===== src/rtl/edabk_uart_rx_engine_if.sv =====
// Receive holding-register port: byte, frame status and the valid/ready handshake.
// The engine drives through master; the receive FIFO side uses slave.
interface edabk_uart_rx_engine_if #(
  parameter int DATA_WIDTH = 8
);
  logic [DATA_WIDTH-1:0] rx_data;
  logic                  rx_valid;
  logic                  rx_ready;
  logic                  err_parity;
  logic                  err_frame;
  logic                  err_overrun;
  logic                  break_det;

  modport master (
    output rx_data, rx_valid, err_parity, err_frame, err_overrun, break_det,
    input  rx_ready
  );

  modport slave (
    input  rx_data, rx_valid, err_parity, err_frame, err_overrun, break_det,
    output rx_ready
  );
endinterface


===== src/rtl/edabk_uart_rx_engine.sv =====
// Oversampling UART receiver: majority-vote bit recovery, configurable frame format,
// parity/framing/break/overrun detection and a one-entry output holding register.
//
//   state        | meaning
//   -------------+-----------------------------------------------------------
//   ST_IDLE      | line idle, waiting for a synced falling edge
//   ST_START     | validating start bit; a high mid-bit sample is a false start
//   ST_DATA      | shifting data bits, LSB first
//   ST_PARITY    | sampling and checking the parity bit
//   ST_STOP      | sampling one or two stop bits; frame completes at last sample
//   ST_WAIT_IDLE | framing error seen, waiting for the line to return high
module edabk_uart_rx_engine #(
  parameter int CLK_DIV     = 16,
  parameter int DATA_WIDTH  = 8,
  parameter int SYNC_STAGES = 2
) (
  input  logic                            bclk,
  input  logic                            reset,
  input  logic                            rx,
  input  logic [$clog2(DATA_WIDTH+1)-1:0] cfg_data_bits,
  input  logic                            cfg_parity_en,
  input  logic                            cfg_parity_odd,
  input  logic                            cfg_stop2,
  edabk_uart_rx_engine_if.master          rx_if,
  output logic                            busy
);

  localparam int CW  = $clog2(CLK_DIV);
  localparam int NBW = $clog2(DATA_WIDTH + 1);

  localparam logic [CW-1:0]  C_S0   = CW'(CLK_DIV/2 - 1);
  localparam logic [CW-1:0]  C_S1   = CW'(CLK_DIV/2);
  localparam logic [CW-1:0]  C_DEC  = CW'(CLK_DIV/2 + 1);
  localparam logic [CW-1:0]  C_LAST = CW'(CLK_DIV - 1);
  localparam logic [NBW-1:0] NB_MIN = NBW'(5);
  localparam logic [NBW-1:0] NB_MAX = NBW'(DATA_WIDTH);

  typedef enum logic [2:0] {
    ST_IDLE,
    ST_START,
    ST_DATA,
    ST_PARITY,
    ST_STOP,
    ST_WAIT_IDLE
  } state_t;

  state_t                  state;
  logic [SYNC_STAGES-1:0]  sync;
  logic [CW-1:0]           cnt;
  logic                    v_a;
  logic                    v_b;
  logic [DATA_WIDTH-1:0]   data_sh;
  logic [NBW-1:0]          bit_idx;
  logic [NBW-1:0]          nb_q;
  logic                    par_en_q;
  logic                    odd_q;
  logic                    stop2_q;
  logic                    stop_idx;
  logic                    perr_q;

  logic [DATA_WIDTH-1:0]   data_o;
  logic                    valid_o;
  logic                    perr_o;
  logic                    ferr_o;
  logic                    brk_o;
  logic                    ovr_o;

  logic                    rx_s;
  logic                    maj;
  logic                    counting;
  logic                    done;
  logic                    hold_free;
  logic [NBW-1:0]          nb_clamped;
  logic [DATA_WIDTH-1:0]   aligned;

  assign rx_s     = sync[SYNC_STAGES-1];
  assign maj      = (v_a & v_b) | (v_a & rx_s) | (v_b & rx_s);
  assign counting = (state == ST_START) || (state == ST_DATA) ||
                    (state == ST_PARITY) || (state == ST_STOP);

  // The final stop sample is either a low first stop or the last one configured.
  assign done      = (state == ST_STOP) && (cnt == C_DEC) &&
                     (!maj || !(stop2_q && !stop_idx));
  assign hold_free = !valid_o || rx_if.rx_ready;

  // Out-of-range widths are clamped so the shift register always aligns sanely.
  assign nb_clamped = (cfg_data_bits < NB_MIN) ? NB_MIN :
                      (cfg_data_bits > NB_MAX) ? NB_MAX : cfg_data_bits;

  // Bits enter at the MSB, so a short frame sits in the top bits until aligned.
  assign aligned = data_sh >> (NB_MAX - nb_q);

  always_ff @(posedge bclk) begin
    if (reset) begin
      sync     <= '1;
      state    <= ST_IDLE;
      cnt      <= '0;
      v_a      <= 1'b0;
      v_b      <= 1'b0;
      data_sh  <= '0;
      bit_idx  <= '0;
      nb_q     <= '0;
      par_en_q <= 1'b0;
      odd_q    <= 1'b0;
      stop2_q  <= 1'b0;
      stop_idx <= 1'b0;
      perr_q   <= 1'b0;
      data_o   <= '0;
      valid_o  <= 1'b0;
      perr_o   <= 1'b0;
      ferr_o   <= 1'b0;
      brk_o    <= 1'b0;
      ovr_o    <= 1'b0;
    end else begin
      sync <= {sync[SYNC_STAGES-2:0], rx};

      if (counting) begin
        cnt <= (cnt == C_LAST) ? '0 : cnt + CW'(1);
        if (cnt == C_S0) v_a <= rx_s;
        if (cnt == C_S1) v_b <= rx_s;
      end

      case (state)
        ST_IDLE: begin
          if (!rx_s) begin
            state    <= ST_START;
            cnt      <= '0;
            nb_q     <= nb_clamped;
            par_en_q <= cfg_parity_en;
            odd_q    <= cfg_parity_odd;
            stop2_q  <= cfg_stop2;
            data_sh  <= '0;
            bit_idx  <= '0;
            stop_idx <= 1'b0;
            perr_q   <= 1'b0;
          end
        end
        ST_START: begin
          if (cnt == C_DEC && maj)
            state <= ST_IDLE;
          else if (cnt == C_LAST)
            state <= ST_DATA;
        end
        ST_DATA: begin
          if (cnt == C_DEC)
            data_sh <= {maj, data_sh[DATA_WIDTH-1:1]};
          if (cnt == C_LAST) begin
            if (bit_idx == nb_q - NBW'(1))
              state <= par_en_q ? ST_PARITY : ST_STOP;
            else
              bit_idx <= bit_idx + NBW'(1);
          end
        end
        ST_PARITY: begin
          if (cnt == C_DEC)
            perr_q <= (maj != ((^data_sh) ^ odd_q));
          if (cnt == C_LAST)
            state <= ST_STOP;
        end
        ST_STOP: begin
          if (cnt == C_DEC) begin
            if (done)
              state <= maj ? ST_IDLE : ST_WAIT_IDLE;
            else
              stop_idx <= 1'b1;
          end
        end
        ST_WAIT_IDLE: begin
          if (rx_s) state <= ST_IDLE;
        end
        default: state <= ST_IDLE;
      endcase

      // Holding register: a completion coinciding with an accept replaces the entry.
      if (done) begin
        if (hold_free) begin
          data_o  <= aligned;
          valid_o <= 1'b1;
          perr_o  <= perr_q;
          ferr_o  <= !maj;
          brk_o   <= !maj && (data_sh == '0);
          if (valid_o) ovr_o <= 1'b0;
        end else begin
          ovr_o <= 1'b1;
        end
      end else if (valid_o && rx_if.rx_ready) begin
        valid_o <= 1'b0;
        ovr_o   <= 1'b0;
      end
    end
  end

  assign rx_if.rx_data     = data_o;
  assign rx_if.rx_valid    = valid_o;
  assign rx_if.err_parity  = perr_o;
  assign rx_if.err_frame   = ferr_o;
  assign rx_if.err_overrun = ovr_o;
  assign rx_if.break_det   = brk_o;
  assign busy              = (state != ST_IDLE);

endmodule


===== src/flat_wrapper.sv =====
// flat-port wrapper written by rule: the top's interface ports become plain ports
module edabk_uart_rx_engine_flat 
#(
  parameter int CLK_DIV     = 16,
  parameter int DATA_WIDTH  = 8,
  parameter int SYNC_STAGES = 2
)
  (bclk, reset, rx, cfg_data_bits, cfg_parity_en, cfg_parity_odd, cfg_stop2, busy, rx_if_rx_data, rx_if_rx_valid, rx_if_err_parity, rx_if_err_frame, rx_if_err_overrun, rx_if_break_det, rx_if_rx_ready);
  edabk_uart_rx_engine_if #(.DATA_WIDTH(DATA_WIDTH)) rx_if_i ();
  input  logic bclk;
  input  logic reset;
  input  logic rx;
  input  logic [$clog2(DATA_WIDTH+1)-1:0] cfg_data_bits;
  input  logic cfg_parity_en;
  input  logic cfg_parity_odd;
  input  logic cfg_stop2;
  output logic busy;
  output wire logic [$bits(rx_if_i.rx_data)-1:0] rx_if_rx_data;
  output wire logic [$bits(rx_if_i.rx_valid)-1:0] rx_if_rx_valid;
  output wire logic [$bits(rx_if_i.err_parity)-1:0] rx_if_err_parity;
  output wire logic [$bits(rx_if_i.err_frame)-1:0] rx_if_err_frame;
  output wire logic [$bits(rx_if_i.err_overrun)-1:0] rx_if_err_overrun;
  output wire logic [$bits(rx_if_i.break_det)-1:0] rx_if_break_det;
  input wire logic [$bits(rx_if_i.rx_ready)-1:0] rx_if_rx_ready;
  assign rx_if_rx_data = rx_if_i.rx_data;
  assign rx_if_rx_valid = rx_if_i.rx_valid;
  assign rx_if_err_parity = rx_if_i.err_parity;
  assign rx_if_err_frame = rx_if_i.err_frame;
  assign rx_if_err_overrun = rx_if_i.err_overrun;
  assign rx_if_break_det = rx_if_i.break_det;
  assign rx_if_i.rx_ready = rx_if_rx_ready;
  edabk_uart_rx_engine #(.CLK_DIV(CLK_DIV), .DATA_WIDTH(DATA_WIDTH), .SYNC_STAGES(SYNC_STAGES)) u_core (.bclk(bclk), .reset(reset), .rx(rx), .cfg_data_bits(cfg_data_bits), .cfg_parity_en(cfg_parity_en), .cfg_parity_odd(cfg_parity_odd), .cfg_stop2(cfg_stop2), .rx_if(rx_if_i), .busy(busy));
endmodule

===== config.mk =====
export PLATFORM = sky130hd
export DESIGN_NAME = edabk_uart_rx_engine_flat
export DESIGN_NICKNAME = d
export VERILOG_FILES = /design/src/rtl/edabk_uart_rx_engine_if.sv /design/src/rtl/edabk_uart_rx_engine.sv /design/src/flat_wrapper.sv
export SDC_FILE = /design/constraint.sdc
export NUM_CORES = 1
export LEC_CHECK = 0
export BUFFER_PORTS_ARGS = -buffer_cell sky130_fd_sc_hd__buf_2
export CAP_MARGIN = 0
export CORE_MARGIN = 2
export CORE_UTILIZATION = 45
export CTS_BUF_LIST = sky130_fd_sc_hd__clkbuf_8
export CTS_CLUSTER_SIZE = 10
export DETAILED_ROUTE_END_ITERATION = 8
export SYNTH_ARGS = -nofsm -noshare
export SYNTH_HDL_FRONTEND = slang
export SYNTH_SLANG_ARGS = --single-unit

===== constraint.sdc =====
create_clock -name bclk -period 5.49 [get_ports bclk]
set_input_delay 0.2745 -clock bclk [delete_from_list [all_inputs] [get_ports bclk]]
set_output_delay 0.2745 -clock bclk [all_outputs]
set_load 0.05 [all_outputs]

; Yosys cells after proc, flatten, opt, wreduce, memory -nomap -nowiden
; Cells that the tools add are included.
[word_totals]
regBits = 45
latch_bits = 0
mem_bits_rw = 0
mem_bits_ro = 0
out_inout_bits = 14
elab_cells = 129
memories = 0
[classes]
add_sub_neg = 4
multipliers = 0
div_mod_pow = 0
order_cmp = 2
n_eq_ne = 25
shifts = 1
muxes = 37
bitwise_logic = 7
n_reduce_logical = 34
[ops]
columns = operator, n
row1 = two-way mux 4 bit, 9
row2 = two-way mux 3 bit, 11
row3 = != test 2 bit (second input constant), 10
row4 = case mux 3 bit (6 select lines), 1
row5 = two-way mux 8 bit, 2
row6 = case mux 8 bit (2 select lines), 1
row7 = == test 4 bit (second input constant), 3
row8 = AND reduction 2 bit, 6
row9 = two-way mux 1 bit, 10
row10 = adder 4 x 1 -> 4 bit (second input constant), 2
row11 = logical NOT 8 bit, 1
row12 = case mux 4 bit (2 select lines), 1
row13 = AND reduction 4 bit, 2
row14 = AND reduction 8 bit, 1
row15 = nonzero test 2 bit, 4
row16 = XOR reduction 8 bit, 1
row17 = >> shifter 8 x 4 -> 8 bit, 1
row18 = == test 3 x 2 -> 1 bit (second input constant), 2
row19 = == test 3 bit (second input constant), 2
row20 = logical AND 1 bit, 6
row21 = AND reduction 3 bit, 2
row22 = logical OR 1 bit, 5
row23 = == test 4 x 3 -> 1 bit (second input constant), 1
row24 = == test 4 bit, 1
row25 = 17 further kinds, 25

; Logic depth before layout (Yosys ltp)
; Gate-level depths: netlist (run 1).
[logic_depth]
word_depth = 9
depth_mapped = 10

; Worst setup path before layout (run 1)
; No wires, ideal clock.
[synth_timing]
path_kind = register to register
start = register u_core.nb_q[0]
end = register u_core.data_o[3], in the netlist u_core.rx_if.rx_data[3]
arrival_ns = 2.126
t_required_ns = 5.358
path_slack_ns = 3.232
path_stages_with_launch = 10
path_buffers = 3
synth_period_minus_slack_ns = 2.258
cell_sequence = dfxtp_1 > buf_2 > inv_1 > ha_1 > clkbuf_1 > buf_2 > mux4_2 > mux2_2 > nand3_1 > a21oi_1
[synth_between]
elab_chain_len = 2
[synth_rtl]
columns = element, line
row1 = from (decl), edabk_uart_rx_engine.sv:54  ; logic [NBW-1:0] nb_q;
row2 = from (signal assigned), edabk_uart_rx_engine.sv:128  ; nb_q <= nb_clamped;
row3 = subtractor 4 bit, edabk_uart_rx_engine.sv:91  ; assign aligned = data_sh >> (NB_MAX - nb_q);
row4 = >> shifter 8 x 4 -> 8 bit, edabk_uart_rx_engine.sv:91
row5 = to (signal assigned), edabk_uart_rx_engine.sv:177  ; data_o <= aligned;
row6 = to (decl), edabk_uart_rx_engine.sv:61  ; logic [DATA_WIDTH-1:0] data_o;
; Every way passes these cells.
; A chain may end at the register's enable or synchronous reset.

; Worst setup path after layout (run 1)
[layout_timing]
start = register u_core.nb_q[0]
end = register u_core.bit_idx[3]
[layout_between]
elab_chain_len = 4
[layout_rtl]
columns = element, line
row1 = subtractor 4 x 1 -> 4 bit, edabk_uart_rx_engine.sv:148  ; if (bit_idx == nb_q - NBW'(1))
row2 = == test 4 bit, edabk_uart_rx_engine.sv:148
row3 = != test 2 bit (no line), n/a
row4 = AND reduction 4 bit (no line), n/a
row5 = to (signal assigned), edabk_uart_rx_engine.sv:151  ; bit_idx <= bit_idx + NBW'(1);
row6 = to (decl), edabk_uart_rx_engine.sv:53  ; logic [NBW-1:0] bit_idx;
; Every way passes these cells.

==> results of run 1 <==
==> registers in the layout, indices dropped and copies added, names as in the netlist, 2 cells and up <==
name / count
u_core.cnt: 4
u_core.bit_idx: 4
u_core.sync: 2
u_core.data_sh: 8
u_core.nb_q: 4
u_core.state: 3
u_core.rx_if.rx_data: 8
==> layout make-up <==
class | count | area (µm²)
fill | 507 | 2500
multi-input combinational | 210 | 1410
sequential | 45 | 901
timing repair buffer | 24 | 120
clock buffer | 7 | 96.3
tap | 70 | 87.6
inverter | 15 | 56.3
clock inverter | 1 | 5.00
==> final timing paths <==
path,end,depth (start not counted)
worst max-delay path,u_core.bit_idx[3],7
worst max register to register,u_core.bit_idx[3],7
worst min-delay path,u_core.sync[0],2
worst min register to register,u_core.sync[1],1
==> worst register-to-register path: stages, from the launching register on <==
cell and delay, ns:
dfxtp_1 0.67, inv_1 0.18, ha_1 0.64, xnor2_1 0.18, nor2_1 0.08, a41o_1 0.31
or3_1 0.37, a21oi_1 0.14
==> routing by layer <==
metal / track usage [%] / vias to the layer above
met2: 25.4 / 54
li1: - / 1012
met1: 25.6 / 897
met5: 0 / -
met4: 4.82 / 0
met3: 3.84 / 2
==> metrics by stage <==
stage / hold slack (ns) / instances
floorplan: 0.376 / 285
global placement: 0.404 / 364
detailed placement: 0.404 / 364
CTS: 0.150 / 372
global route: 0.145 / 372
finish: 0.151 / 372
==> synthesized netlist by cell type (all sizes together) (4+ instances only) <==
cell	instances
nand3	10
nor2	32
nand2	31
dfxtp	45
o21ai	9
nor3	4
xnor2	9
or3	6
xor2	7
inv	15
ha	10
nand2b	5
mux4	4
a21oi	27
buf	9
mux2i	17
clkbuf	6
==> report_power, final <==
| part | internal (mW) | leakage (nW) | total, mW | switching (mW) |
|---|---|---|---|---|
| Sequential | 0.342 | 0.364 | 0.370 | 0.0282 |
| Clock | 0.114 | 0.0542 | 0.226 | 0.112 |
| Combinational | 0.0679 | 0.585 | 0.171 | 0.103 |
| Total | 0.523 | 1.00 | 0.767 | 0.243 |
==> kinds of logic after synthesis <==
group,share of synthesized area (%)
and+or+nand+nor,21.8
AOI/OAI and AO/OA,12.5
DFF,36.8
buffers and inverters,5.62
muxes,12.0
xor gates and xnor gates,5.73
adders and majority gates,5.57
==> results.md, run 1 <==
* Status: complete, no violations
* Area Overhead vs Synth at 9.30%
* Share of cells above drive strength 1 at between 10% and 20%
* Via/cell ratio at 5.28
* Drt drc at 0
* Area leader, netlist: dfxtp_1
* Clock Pin Slew Worst Setup and Hold Paths at 0.09 ns
* DIE AREA at between 0.006 and 0.007 mm²
* Final hold vios at 0
* Cell Area, Synth at ~0.0024 mm²
* Origin of the worst setup path: u_core.nb_q[0]
* Buf/Inv on CP at 1
* IO buf count at 24
* Register area share after synthesis at 36.8%
* CTS tree: yes
* Peak supply drop at 0.000129 V
* First-pass GRT wire length at about 8500 µm
* Flop-to-flop setup slack at around 2.9 ns
* WL met1 at 2600 µm
* Avg WL per Cell at between 10 and 15 µm
* Clk sinks at 45
* Fin crit period at approximately 2.6 ns
* Synth area leaders: dfxtp_1 (37%), mux2i_1 (7.0%), a21oi_1 (5.5%)
* Cell breakdown of the critical path: inv_1, ha_1, xnor2_1, nor2_1, a41o_1, or3_1, a21oi_1
* CP max stage cell: dfxtp_1
* FFs w/ async S/R, synth at 0%
* Power Total at 0.767 mW
* P per Cell Area at 287 mW/mm²
* Vias in the first global route at between 1500 and 2000
* Max Cap Violations at 0
* Cts bufs inserted at 5
* Max Clk Rate at 382 MHz
* Post-route cell area at between 0.002 and 0.003 mm²
* Main synth FF type: dfxtp_1
* Setup violations, final at 0
* Launching point of the worst reg2reg path: u_core.nb_q[0]
* Pre-antenna DRT Iters at 4
* Element type at the critical path start: register
* Synth Warn # at 0
* Final Skew at approximately 0.0087 ns
* Unrepaired setup endpoints after global routing: false
* Placer congestion estimate at 0.862
* CP endpoint kind: register
* Synthesis-stage register bit count at 45
* Wire length on met2 at between 2000 and 2500 µm
* Total GRT Usage at 17.4%
* Setup Buffers After CTS at 0
* Placeable Area at 0.00517 mm²
* Library cells used by synthesis at 50
* # hold bufs at CTS at 0
* Antenna-violating nets left at 0
* Final period utilization at 47.7%
* Top Layer Used: met4
* Max incr delay on CP at 0.67 ns
* Most frequent cells in the layout: dfxtp_1 (45), nor2_1 (31), nand2_1 (31), a21oi_1 (27), buf_2 (24)
* Routed Wire Length at 4840 µm
* H-Tree Depth at 2
* Worst Path Required at 5.71 ns
* Initial antenna violation count at 0
* Largest net degree at the start of global routing at 32
* Final nets at 322
* Met3 routed wirelength at 225 µm
* Setup TNS at 0 ns
* Syn Nets at 306
* Leak Pwr at 1.00 nW
* Core Util, Final at 51.7%
* Die width at 77.7 µm
* Cell family with most CP delay: flip-flops
* EDFF count, synth at 0
* Commonest non-fill, non-tap cell in the layout: dfxtp_1
* CTS-repair resized insts at 0
* Initial DRC count at 95
* Root buffer cell: clkbuf_8
* Die H at 77.7 µm
* Row count at 26
* GR Overflow Total at 0
* Avg Cell Area, Syn at 8.59 µm²
* Detailed placement HPWL at around 3500 µm
* Setup ws final at roughly 2.9 ns
* Critical path arrival at 2.85 ns
* Worst Max-Slew Pin Slew at 0.648 ns
* Slew HR at a little under three fifths
* CTS Buffer Depth at 2
* Pre-CTS WS at ~2.9 ns
* Clk Latency, worst-skew pair at 0.30 ns
* Slew Limit Fails at 0
* HP Class: in -> reg
* Vias at between 1500 and 2000
* Ports at 25
* Hold path startpoint: rx
* Starting Density at 47.3%
* Placed cell area at 0.00257 mm²
* Critical path type: reg -> reg
* Diodes inserted at 0
* Syn Inst Count at 285
* Yosys top cell area share at a little under two fifths
* Largest fanout on the critical path at 16
(Power assumes the default switching activity.)
==> inputs of run 2 (changes only) <==
==> constraint.sdc (replaced) <==
create_clock -name bclk -period 2.45 [get_ports bclk]
set_input_delay 0.1225 -clock bclk [delete_from_list [all_inputs] [get_ports bclk]]
set_output_delay 0.1225 -clock bclk [all_outputs]
set_load 0.05 [all_outputs]
==> results.md, run 2 (synthesis gave the netlist of run 1 again) <==
* Clk sinks at 45
* Combinational fraction of design power at 24.7%
* HP Class: in -> reg
* Flop-to-flop setup slack at 0.48 ns
* Critical path arrival at 2.19 ns
* Placeable Area at 0.00517 mm²
* Leak Pwr at 1.04 nW
* Cts bufs inserted at 5
* Die H at around 78 µm
* Most frequent cells in the layout: dfxtp_1 (45), nor2_1 (31), nand2_1 (31), a21oi_1 (27), buf_2 (24)
* Core Util, Final at 52.8%
* Ports at 25
* Row count at 26
* Peak supply drop at between 0.0002 and 0.0003 V
* Worst Path Required at 2.67 ns
* Clock power share at 27.0%
* CTS Buffer Depth at 2
* Final hold vios at 0
* Starting Density at 47.3%
* Status: complete, no violations
* Drt drc at 0
* Fin crit period at 1.97 ns
* Power Total at 1.71 mW
* Placer congestion estimate at 0.785
* Diodes inserted at 0
* Slew HR at 61.2%
* Root buffer cell: clkbuf_8
* Detailed placement HPWL at 3720 µm
* Vias at approximately 2000
* Avg WL per Cell at 13.5 µm
* IO buf count at 24
* Die width at between 70 and 80 µm
* Initial antenna violation count at 0
* CTS tree: yes
* Max Clk Rate at about 510 MHz
* Share of cells above drive strength 1 at 17.1%
* Routed Wire Length at 5130 µm
* Largest net degree at the start of global routing at 32
* Non-Filler Instances at between 300 and 400
* Antenna-violating nets left at 0
* Switch Pwr at 0.546 mW
* FF-to-FF path depth at 5
* Initial DRC count at 153
* Via/cell ratio at 5.28
* Critical path type: reg -> reg
* CP endpoint kind: register
* H-Tree Depth at 2
* Element type at the critical path start: register
* P per Cell Area at around 630 mW/mm²
* Setup TNS at 0 ns
* Slew Limit Fails at 0
* Final Skew at 0.00318 ns
* Unrepaired setup endpoints after global routing: false
* Pre-antenna DRT Iters at 4
* Final period utilization at 80.2%
* Commonest non-fill, non-tap cell in the layout: dfxtp_1
* Clock Pin Slew Worst Setup and Hold Paths at about 0.080 ns
* Max Cap Violations at 0
* Origin of the worst setup path: u_core.state[1]
* Sequential Power Share at between 40% and 50%
* DIE AREA at approximately 0.0060 mm²
* Switching Share at 32.0%
* R2R Path End: u_core.rx_if.rx_data[4]
* Largest fanout on the critical path at 13
* CP Capture Point: u_core.rx_if.rx_data[4]
* GR Overflow Total at 0
* Launching point of the worst reg2reg path: u_core.state[1]
* Final nets at 331
* Clk Latency, worst-skew pair at 0.29 ns
* Internal Dissipation at about 1.2 mW
* Placed Cells at approximately 370
* Pre-CTS WS at ~0.52 ns
* First-pass GRT wire length at 8770 µm
* Area Overhead vs Synth at 11.6%
* Setup violations, final at 0
* Vias in the first global route at ~1900
* Setup Buffers After CTS at 0
* Total GRT Usage at between 10% and 20%
* Worst Max-Slew Pin Slew at 0.583 ns
* Setup ws final at ~0.48 ns
[run 2: cell types whose count changed in the layout (fill, tap and decap cells not counted), sizes merged]
cell         change
buf              +8
clkbuf           -1
clkinv           -1
dlygate4sd3      +1
inv              +1
[run 2: per-layer routing]
layer	routed length, µm	share of wire [%]	up-vias	global-route usage (%)
met5	0	0	-	0
met4	46	0.90	0	4.46
met3	271	5.3	4	4.19
met2	2100	41	58	25.6
met1	2700	53	915	27.3
li1	-	-	1029	-
[run 2: timing repair]
| item | CTS | global route |
|---|---|---|
| endpoints found under the hold margin | 0 | 1 |
| resized for setup | 0 | 0 |
| hold buffers | 0 | 1 |
[run 2: worst min-delay path by stage]
stage | start | endpoint | depth (start not counted)
3_3_place_gp | rx | u_core.sync[0] | 2
3_5_place_dp | rx | u_core.sync[0] | 2
4_1_cts | rx | u_core.sync[0] | 2
5_1_grt | rx_if_rx_ready | u_core.rx_if.err_overrun | 2
6_report | rx_if_rx_ready | u_core.rx_if.err_overrun | 2
2_1_floorplan | rx_if_rx_ready | u_core.rx_if.err_overrun | 1
[run 2: through the flow]
| stage | hold WS [ns] | area, µm² |
|---|---|---|
| final | 0.0181 | 2730 |
| after global routing | 0.0143 | 2730 |
| after CTS | 0.00152 | 2720 |
| after detailed placement | 0.309 | 2630 |
| after global placement | 0.311 | 2630 |
| after floorplan | 0.224 | 2450 |
[run 2: layout make-up]
type | instances | area (µm²)
Clock inverter | 1 | 3.75
Fill cell | 503 | 2440
Timing Repair Buffer | 33 | 190
Multi-Input combinational cell | 210 | 1410
Sequential cell | 45 | 901
Inverter | 15 | 56.3
Clock buffer | 6 | 82.6
Tap cell | 70 | 87.6
[run 2: power by group through the flow]
stage                     Sequential [mW]  Clock [mW]  Combinational [mW]
final                               0.825       0.460               0.421
after CTS                           0.823       0.480               0.420
after global placement              0.840           0               0.412
after global routing                0.833       0.508               0.472
after detailed placement            0.840           0               0.419
after floorplan                     0.810           0               0.361
[run 2: critical path: stages, from the launching register on]
cell and delay (ns):
dfxtp_1 0.44, or3b_4 0.45, a211oi_2 0.28, and2_1 0.39
o2111ai_1 0.16, a21oi_1 0.17
